<file path="src/rtl/miaow_dispatch_pkg.sv">
// Shared widths, slot-table entry type and launch helpers for the dispatcher-to-CU protocol.
package miaow_dispatch_pkg;

    localparam int TAG_W          = 15;
    localparam int VGPR_BASE_W    = 10;
    localparam int SGPR_BASE_W    = 9;
    localparam int LDS_BASE_W     = 16;
    localparam int PC_W           = 32;
    localparam int WFSIZE_W       = 6;
    localparam int WGCNT_W        = 4;
    localparam int EXEC_W         = 64;
    localparam int NUM_WF_DEFAULT = 40;

    typedef struct packed {
        logic [TAG_W-1:0]       tag;
        logic [VGPR_BASE_W-1:0] vgpr_base;
        logic [SGPR_BASE_W-1:0] sgpr_base;
        logic [LDS_BASE_W-1:0]  lds_base;
        logic [WFSIZE_W-1:0]    wf_size;
        logic [WGCNT_W-1:0]     wg_count;
    } wf_entry_t;

    // Size is threads-1; a full 64-thread wave would overflow the shift, so it is special-cased.
    function automatic logic [EXEC_W-1:0] exec_mask(input logic [WFSIZE_W-1:0] size);
        if (size == '1) begin
            return '1;
        end
        return (64'd1 << ({1'b0, size} + 7'd1)) - 64'd1;
    endfunction

endpackage

</file>
<file path="src/rtl/wf_slot_alloc.sv">
// Find-first-zero over the slot valid vector: reports whether any slot is free and the lowest free index.
module wf_slot_alloc #(
    parameter int N = 40,
    parameter int W = 6
) (
    input  logic [N-1:0] valid_i,
    output logic         free_o,
    output logic [W-1:0] idx_o
);

    always_comb begin
        free_o = 1'b0;
        idx_o  = '0;
        // Scan downward so the last assignment wins with the lowest index.
        for (int i = N - 1; i >= 0; i--) begin
            if (!valid_i[i]) begin
                free_o = 1'b1;
                idx_o  = i[W-1:0];
            end
        end
    end

endmodule

</file>
<file path="src/rtl/cu_dispatch_receiver.sv">
// CU-side wavefront dispatch endpoint: allocates slots, launches wavefronts into fetch and
// returns the dispatcher tag when a wavefront halts.
module cu_dispatch_receiver
    import miaow_dispatch_pkg::*;
#(
    parameter int NUM_WF = NUM_WF_DEFAULT,
    parameter int WFID_W = 6
) (
    input  logic                   clk,
    input  logic                   rst,
    input  logic                   dispatch2cu_wf_dispatch,
    input  logic [WGCNT_W-1:0]     dispatch2cu_wg_wf_count,
    input  logic [WFSIZE_W-1:0]    dispatch2cu_wf_size_dispatch,
    input  logic [SGPR_BASE_W-1:0] dispatch2cu_sgpr_base_dispatch,
    input  logic [VGPR_BASE_W-1:0] dispatch2cu_vgpr_base_dispatch,
    input  logic [TAG_W-1:0]       dispatch2cu_wf_tag_dispatch,
    input  logic [LDS_BASE_W-1:0]  dispatch2cu_lds_base_dispatch,
    input  logic [PC_W-1:0]        dispatch2cu_start_pc_dispatch,
    input  logic                   wf_halt,
    input  logic [WFID_W-1:0]      wf_halt_id,
    input  logic [WFID_W-1:0]      tbl_rd_id,
    output logic                   new_wf_valid,
    output logic [WFID_W-1:0]      new_wf_id,
    output logic [PC_W-1:0]        new_wf_pc,
    output logic [EXEC_W-1:0]      new_wf_exec_mask,
    output logic [WGCNT_W-1:0]     new_wf_wg_count,
    output logic [VGPR_BASE_W-1:0] tbl_rd_vgpr_base,
    output logic [SGPR_BASE_W-1:0] tbl_rd_sgpr_base,
    output logic [LDS_BASE_W-1:0]  tbl_rd_lds_base,
    output logic                   cu2dispatch_wf_done,
    output logic [TAG_W-1:0]       cu2dispatch_wf_tag_done,
    output logic [WFID_W:0]        active_count,
    output logic                   cu_full,
    output logic                   err_overflow,
    output logic                   err_bad_halt
);

    logic [NUM_WF-1:0] valid_q, valid_d;
    wf_entry_t         table_q [NUM_WF];
    wf_entry_t         entry_in, rd_entry;
    logic              slot_free, alloc, halt_hit, halt_ok;
    logic [WFID_W-1:0] free_idx;
    logic [TAG_W-1:0]  halt_tag;
    logic [WFID_W:0]   count_d;

    wf_slot_alloc #(.N(NUM_WF), .W(WFID_W)) u_alloc (
        .valid_i (valid_q),
        .free_o  (slot_free),
        .idx_o   (free_idx)
    );

    assign alloc = dispatch2cu_wf_dispatch && slot_free;

    assign entry_in = '{
        tag:       dispatch2cu_wf_tag_dispatch,
        vgpr_base: dispatch2cu_vgpr_base_dispatch,
        sgpr_base: dispatch2cu_sgpr_base_dispatch,
        lds_base:  dispatch2cu_lds_base_dispatch,
        wf_size:   dispatch2cu_wf_size_dispatch,
        wg_count:  dispatch2cu_wg_wf_count
    };

    // Halt ids beyond NUM_WF never match, so they fall through as a bad halt.
    always_comb begin
        halt_hit = 1'b0;
        halt_tag = '0;
        rd_entry = '0;
        for (int i = 0; i < NUM_WF; i++) begin
            if (wf_halt_id == i[WFID_W-1:0]) begin
                halt_hit = valid_q[i];
                halt_tag = table_q[i].tag;
            end
            if (tbl_rd_id == i[WFID_W-1:0]) begin
                rd_entry = table_q[i];
            end
        end
    end

    assign halt_ok = wf_halt && halt_hit;

    // Allocation sees pre-edge valid bits, so a slot halting this cycle cannot be reused yet.
    always_comb begin
        valid_d = valid_q;
        if (halt_ok) begin
            valid_d[wf_halt_id] = 1'b0;
        end
        if (alloc) begin
            valid_d[free_idx] = 1'b1;
        end
        count_d = '0;
        for (int i = 0; i < NUM_WF; i++) begin
            count_d = count_d + {{WFID_W{1'b0}}, valid_d[i]};
        end
    end

    always_ff @(posedge clk) begin
        if (rst) begin
            valid_q                 <= '0;
            new_wf_valid            <= 1'b0;
            new_wf_id               <= '0;
            new_wf_pc               <= '0;
            new_wf_exec_mask        <= '0;
            new_wf_wg_count         <= '0;
            cu2dispatch_wf_done     <= 1'b0;
            cu2dispatch_wf_tag_done <= '0;
            active_count            <= '0;
            cu_full                 <= 1'b0;
            err_overflow            <= 1'b0;
            err_bad_halt            <= 1'b0;
        end else begin
            valid_q             <= valid_d;
            new_wf_valid        <= alloc;
            cu2dispatch_wf_done <= halt_ok;
            active_count        <= count_d;
            cu_full             <= &valid_d;
            if (alloc) begin
                new_wf_id        <= free_idx;
                new_wf_pc        <= dispatch2cu_start_pc_dispatch;
                new_wf_exec_mask <= exec_mask(dispatch2cu_wf_size_dispatch);
                new_wf_wg_count  <= dispatch2cu_wg_wf_count;
            end
            if (halt_ok) begin
                cu2dispatch_wf_tag_done <= halt_tag;
            end
            if (dispatch2cu_wf_dispatch && !slot_free) begin
                err_overflow <= 1'b1;
            end
            if (wf_halt && !halt_hit) begin
                err_bad_halt <= 1'b1;
            end
        end
    end

    // Payload needs no reset; an entry is only meaningful while its valid bit is set.
    always_ff @(posedge clk) begin
        if (alloc) begin
            table_q[free_idx] <= entry_in;
        end
    end

    assign tbl_rd_vgpr_base = rd_entry.vgpr_base;
    assign tbl_rd_sgpr_base = rd_entry.sgpr_base;
    assign tbl_rd_lds_base  = rd_entry.lds_base;

endmodule

</file>
<file path="config.mk">
export PLATFORM = sky130hd
export DESIGN_NAME = cu_dispatch_receiver
export DESIGN_NICKNAME = d
export VERILOG_FILES = /design/src/rtl/miaow_dispatch_pkg.sv /design/src/rtl/wf_slot_alloc.sv /design/src/rtl/cu_dispatch_receiver.sv
export SDC_FILE = /design/constraint.sdc
export NUM_CORES = 2
export LEC_CHECK = 0
export BUFFER_PORTS_ARGS = -buffer_cell sky130_fd_sc_hd__buf_2
export CAP_MARGIN = 20
export CORE_MARGIN = 5
export CORE_UTILIZATION = 35
export DETAILED_ROUTE_END_ITERATION = 8
export GPL_TIMING_DRIVEN = 0
export PLACE_DENSITY = 0.47
export SYNTH_ARGS = -nofsm -noshare
export SYNTH_HDL_FRONTEND = slang
export SYNTH_HIERARCHICAL = 1
export SYNTH_SLANG_ARGS = --single-unit
</file>
<file path="constraint.sdc">
create_clock -name clk -period 13.54 [get_ports clk]
set_input_delay 2.708 -clock clk [delete_from_list [all_inputs] [get_ports clk]]
set_output_delay 2.708 -clock clk [all_outputs]
set_load 0.05 [all_outputs]
</file>
# Word-level counts from Yosys, hierarchy flattened

Memory sizes are Yosys's and may differ from the RTL's.
Index checks and enable logic that the tools add are counted.

Register bits after elaboration: 173
RAM bits: 2400
Input bits: 108
Output and inout bits: 168
Word-level logic and storage cells: 365
Memories: 1

Add/sub/neg operators: 41
Order comparisons: 4
Equal/unequal tests: 79
Shifts and indexed selects: 1
Multiplexer cells: 213
Bitwise gates (word level): 3
Reduce and logical (&&, ||, !) cells: 11

Memory list:

| memory  | words | bits a word | read ports | clocked after Yosys merged registers in | write ports | line                       | text |
|---|---|---|---|---|---|---|---|
| table_q | 40    | 60          | 40         | 0                                       | 1           | cu_dispatch_receiver.sv:39 | `wf_entry_t table_q [NUM_WF];` |

Operators by type and width:

| operator                | number |
|---|---|
| $mux W45                | 40 |
| $mux W15                | 40 |
| $mux W6                 | 40 |
| $add A7 B1 Y7           | 33 |
| $eq A6 B5 Y1 const B    | 32 |
| $mux W64                | 2 |
| $eq A6 B6 Y1 const B    | 17 |
| $eq A6 B4 Y1 const B    | 16 |
| $mux W1                 | 87 |
| $mux W40                | 2 |
| $shl A1 B7 Y64 const A  | 1 |
| $sub A64 B1 Y64 const B | 1 |
| $eq A6 B3 Y1 const B    | 8 |
| $and A40 B40 Y40        | 1 |
| $not A40 Y40            | 1 |
| $or A40 B40 Y40         | 1 |
| $reduce_and A40 Y1      | 1 |
| $eq A6 B2 Y1 const B    | 4 |
| $lt A6 B7 Y1 const B    | 2 |
| $demux W1 S6            | 2 |
| $eq A6 B1 Y1 const B    | 2 |
| $ge A6 B1 Y1 const B    | 2 |
| $logic_not A6 Y1        | 2 |
| $add A6 B1 Y7           | 1 |
| 8 further kinds         | 14 |

# Depth between registers and ports, before layout

Depth after elaboration: 85
Depth in mapped cells: 28
Mapped depth without buffers: 27

# By module

Netlist, hierarchy kept.

By module, submodules not included:

| module               | times used | cells each | area an instance (sq um) | seq. area each (sq um) |
|---|---|---|---|---|
| cu_dispatch_receiver | 1          | 5871       | 86105.1                  | 63500.9 |
| wf_slot_alloc        | 1          | 86         | 511.7                    | 0.0 |

# Least setup slack after synthesis

No wires, ideal clock.

Path kind: in2reg
Start: input port dispatch2cu_wf_dispatch
End: register active_count[4]
Library setup time: 0.128 ns
Arrival time: 10.679 ns
Data required time: 13.412 ns
Setup slack: 2.733 ns
Stages: 22
Path buffers: 1
Cell sequence: and3b_1 clkbuf_1 nand3_1 nor2_1 or4_1 o22ai_1 fa_1 fa_1 fa_1 fa_1 inv_1 fa_1 inv_1 fa_1 inv_1 fa_1 ha_1 fa_1 a21o_1 a21oi_1 xor2_1 nor2_1

Word-level cells in the longest chain between the ends: 41

RTL lines:

| element                     | line                        | text |
|---|---|---|
| start: declaration          | cu_dispatch_receiver.sv:11  | `input logic dispatch2cu_wf_dispatch,` |
| $logic_and A1 B1 Y1 (*)     | cu_dispatch_receiver.sv:52  | `assign alloc = dispatch2cu_wf_dispatch && slot_free;` |
| $mux W40 (*)                | cu_dispatch_receiver.sv:87  | `if (alloc) begin` |
| $add A1 B1 Y2               | cu_dispatch_receiver.sv:92  | `count_d = count_d + {{WFID_W{1'b0}}, valid_d[i]};` |
| $add A2 B1 Y3               | cu_dispatch_receiver.sv:92  |  |
| $add A3 B1 Y4               | cu_dispatch_receiver.sv:92  |  |
| $add A4 B1 Y5               | cu_dispatch_receiver.sv:92  |  |
| $add A5 B1 Y6               | cu_dispatch_receiver.sv:92  |  |
| $add A6 B1 Y7               | cu_dispatch_receiver.sv:92  |  |
| $add A7 B1 Y7 (32 in a row) | cu_dispatch_receiver.sv:92  |  |
| $add A7 B1 Y7 (*)           | cu_dispatch_receiver.sv:92  |  |
| end signal: assignment      | cu_dispatch_receiver.sv:114 | `active_count <= count_d;` |
| end: declaration            | cu_dispatch_receiver.sv:32  | `output logic [WFID_W:0] active_count,` |

Every way passes the cells marked *; elsewhere a longest branch is shown, timed or not.
A chain may end at the register's enable or synchronous reset.

# Final worst setup path

Start: input port tbl_rd_id[1]
End: output port tbl_rd_vgpr_base[0]

Word-level cells in the longest chain between the ends: 41
Elaborated cells on any way between the ends: 80
Classes of those cells: 39 x eq/ne; 40 x mux; 1 x reduce/logical

RTL lines:

| element                | line                       | text |
|---|---|---|
| start: declaration     | cu_dispatch_receiver.sv:21 | `input logic [WFID_W-1:0] tbl_rd_id,` |
| $logic_not A6 Y1       | cu_dispatch_receiver.sv:73 | `if (tbl_rd_id == i[WFID_W-1:0]) begin` |
| $mux W45 (39 in a row) | cu_dispatch_receiver.sv:73 |  |
| $mux W45 (*)           | cu_dispatch_receiver.sv:73 |  |
| end: declaration       | cu_dispatch_receiver.sv:27 | `output logic [VGPR_BASE_W-1:0] tbl_rd_vgpr_base,` |

Marked as above.

==> impl_metrics.py <==
metrics = {
    "grt": {
        "grt_pass1_wl_um": 468200,
        "grt_usage_pct": 25.72,
        "antenna_found_initial": 25,
        "grt_max_degree": 41,
        "grt_pass1_vias": 57427,
        "overflow": 0,
    },
    "finish": {
        "area_growth_pct": 18.28,
        "n_fill_cell": 22798,
        "multi_input_area_um2": 21660,
        "drive_above_1_share_pct": 14.86,
        "regArea_um2": 63500,
        "num-nets-final": 6739,
    },
    "route": {
        "wl_um": 342100,
        "wl_per_cell_um": 33.86,
        "drc_errors": 0,
        "via_count": 59505,
        "drt_first_pass_iters": 8,
        "routed_via_density": 5.889,
        "drtAntennaViolNets": 0,
        "drtIter0Drc": 7785,
    },
    "synth": {
        "synth_flop_cell": "edfxtp_1",
        "async_flop_share_pct": 0,
        "synth_warnings": 6,
        "synth_cell_types": 101,
        "synth_cells": 5957,
        "synth_nets": 6109,
        "yosys_register_bits": 2172,
        "synth_area_um2": 86620,
        "synth_area_per_cell_um2": 14.54,
        "synth_edf_count": 2000,
        "synth_sequential_area_ratio_pct": 73.31,
    },
    "floorplan": {
        "coreArea_um2": 246200,
        "die_area_um2": 257500,
        "die_h_um": 507.5,
        "num_io_pins": 276,
        "fp-row-count": 182,
        "die_x_um": 507.5,
        "initial_utilization_pct": 35.19,
    },
    "power_and_ir_drop": {
        "power.density_nw_per_um2": 144.4,
        "finalPower_w": 0.01480,
        "p_leak_nw": 33.21,
        "ir_drop_mv": 0.1122,
    },
    "timing": {
        "hold_viol_final": 0,
        "setup_viol": 0,
        "min_period_ns": 11.77,
        "rsz0062_at_grt": "no",
        "layout_setup_ws_ns": 1.770,
        "hold_ws_ns": 0.4512,
        "fin_skew_ns": 0.06258,
        "worst_slew_pin_slew_ns": 1.377,
        "min_period_over_period_pct": 86.93,
        "relSlewSlack_pct": 8.177,
        "slew_violations": 0,
        "fmax_mhz": 84.96,
    },
    "cts": {
        "clock_path_buffers": 3,
        "cts_root_buf": "clkbuf_16",
        "insertion_delay_ns": 0.89,
        "ctsHoldBuffers": 0,
        "cts_made_buffers": 229,
        "cts.repair.resized": 0,
        "path_clk_slew_ns": 0.06,
        "cts_tree": "done",
        "cts_setup_buffers": 0,
        "cts_max_level": 4,
        "cts_sinks": 2172,
    },
    "setup_path": {
        "critPathArrivalTime_ns": 9.06,
        "rrSetupSlack_ns": 4.07,
        "crit_buf_inv": 7,
        "cpPeakStageDelay_ns": 0.99,
        "cp-end-kind": "primary output",
        "critPathRequiredTime_ns": 10.83,
        "cp_top_family": "buffers and inverters",
        "worst_setup_path_start_kind": "primary input",
        "crit_fanout": 10,
        "crit_top_cell": "buf_2",
        "cp_cell_sequence": "buf_2 > buf_1 > clkbuf_1 > buf_2 > buf_2 > buf_1 > nand2_1 > o21ai_0 > o2111ai_1 > nand3_1 > o211ai_1 > a22oi_1 > buf_2",
        "slowest_stage": "a22oi_1",
        "setup.worst_path.class": "primary input to primary output",
    },
    "place": {
        "dp_hpwl_um": 239700,
        "port_buffers": 271,
        "gp_congestion": 0.9062,
        "dp_slack_ns": 1.357,
    },
    "status": {
        "status": "finished, final reports clean",
    },
    "job": {
        "maxCapViolCount": 0,
    },
    "hold_path": {
        "hold_path.class": "flop to flop",
    },
}
==> worst min-delay path, cell delays in order (launching register included) <==
cell,delay [ns]
dfxtp_1,0.30
nand2_1,0.05
a21oi_1,0.05
==> synth_stat cells (79+ instances only) <==
library cell     n  area, um^2
a22oi_1        149        1119
edfxtp_1      2000       60060
nor2_1         419        1573
clkbuf_1       261       979.7
mux2i_1        152        1521
o21ai_0        391        1957
dfxtp_1        172        3443
a21oi_1        474        2372
a221oi_1        97       849.6
o22ai_1        218        1364
mux2_2          79       889.6
nor3_1          86       430.4
nand2_1        450        1689
==> metrics by stage <==
stage / area (um^2) / TNS, ns / util (%) / cells
6_report: 102500 / 0 / 41.62 / 10104
5_1_grt: 102400 / 0 / 41.61 / 10098
4_1_cts: 102300 / 0 / 41.56 / 10088
3_5_place_dp: 94780 / 0 / 38.50 / 9660
3_3_place_gp: 92120 / -11.46 / 37.42 / 9540
2_1_floorplan: 86620 / 0 / - / 5957
==> per-layer routing <==
metal,GRT usage (%),vias to the layer above,routed length [um]
met5,0,-,94
met4,7.884,14,11290
li1,-,24891,-
met1,36.38,31103,144600
met2,40.94,2997,158400
met3,4.028,500,27690
==> cell usage in the layout (no fill, tap or decap), types with 48 or more instances in the layout <==
| cell | instances |
|---|---|
| nor2_1 | 376 |
| o221ai_1 | 48 |
| a21oi_1 | 474 |
| nand2_1 | 450 |
| a211oi_1 | 57 |
| mux2_2 | 79 |
| dfxtp_1 | 172 |
| nand3_1 | 70 |
| mux2i_1 | 152 |
| o21ai_0 | 391 |
| edfxtp_1 | 2000 |
| clkbuf_16 | 234 |
| a22oi_1 | 149 |
| a221oi_1 | 97 |
| o22ai_1 | 218 |
| inv_1 | 63 |
| buf_2 | 338 |
| buf_12 | 76 |
| nor3_1 | 86 |
| clkbuf_1 | 307 |
| clkinv_1 | 54 |
==> flip-flops by register name, indices dropped and copies added, names as in the netlist, 4 cells and up <==
signal and cells:
table_q 2000, new_wf_exec_mask 64, valid_q 40, new_wf_pc 32, cu2dispatch_wf_tag_done 15, active_count 6, new_wf_id 6, new_wf_wg_count 4
==> power by group <==
part | total (W) | internal [W] | leakage, nW | switching [W]
clock network | 0.00635 | 0.00363 | 3.68 | 0.00272
logic | 0.00106 | 0.000235 | 10.1 | 0.000829
registers | 0.00738 | 0.00736 | 19.4 | 0.0000178
total | 0.0148 | 0.0112 | 33.2 | 0.00357
==> final timing paths <==
path	cells after the start	from	to
worst max register to register	26	valid_q[6]	active_count[4]
worst max-delay path	13	tbl_rd_id[1]	tbl_rd_vgpr_base[0]
worst min register to register	2	new_wf_pc[17]	new_wf_pc[17]
worst min-delay path	2	new_wf_pc[17]	new_wf_pc[17]
==> kinds of logic (layout without fill, tap and decap cells) <==
| group | after synthesis | count (layout) | synth area share, % |
|---|---|---|---|
| buffers and inverters | 439 | 1266 | 2.044 |
| AO/OA/AOI/OAI | 1800 | 1800 | 13.36 |
| AND/OR/NAND/NOR | 1219 | 1219 | 6.350 |
| other | 2 | 10 | 0.008670 |
| XOR/XNOR | 4 | 4 | 0.04045 |
| adder cells (fa/ha/maj) | 44 | 44 | 0.9043 |
| flip-flops | 2172 | 2172 | 73.31 |
| multiplexers | 277 | 277 | 3.980 |
==> final cells by class <==
| class | instances | area share, % |
|---|---|---|
| Sequential cell | 2172 | 61.98 |
| Multi-Input combinational cell | 3346 | 21.14 |
| Clock buffer | 290 | 6.009 |
| Tap cell | 3312 | 4.045 |
| Timing Repair Buffer | 399 | 3.730 |
| Buffer | 375 | 1.495 |
| Clock inverter | 138 | 1.347 |
| Inverter | 64 | 0.2345 |
| Antenna cell | 8 | 0.01954 |
Note: power is estimated with default switching activity, not from simulation.
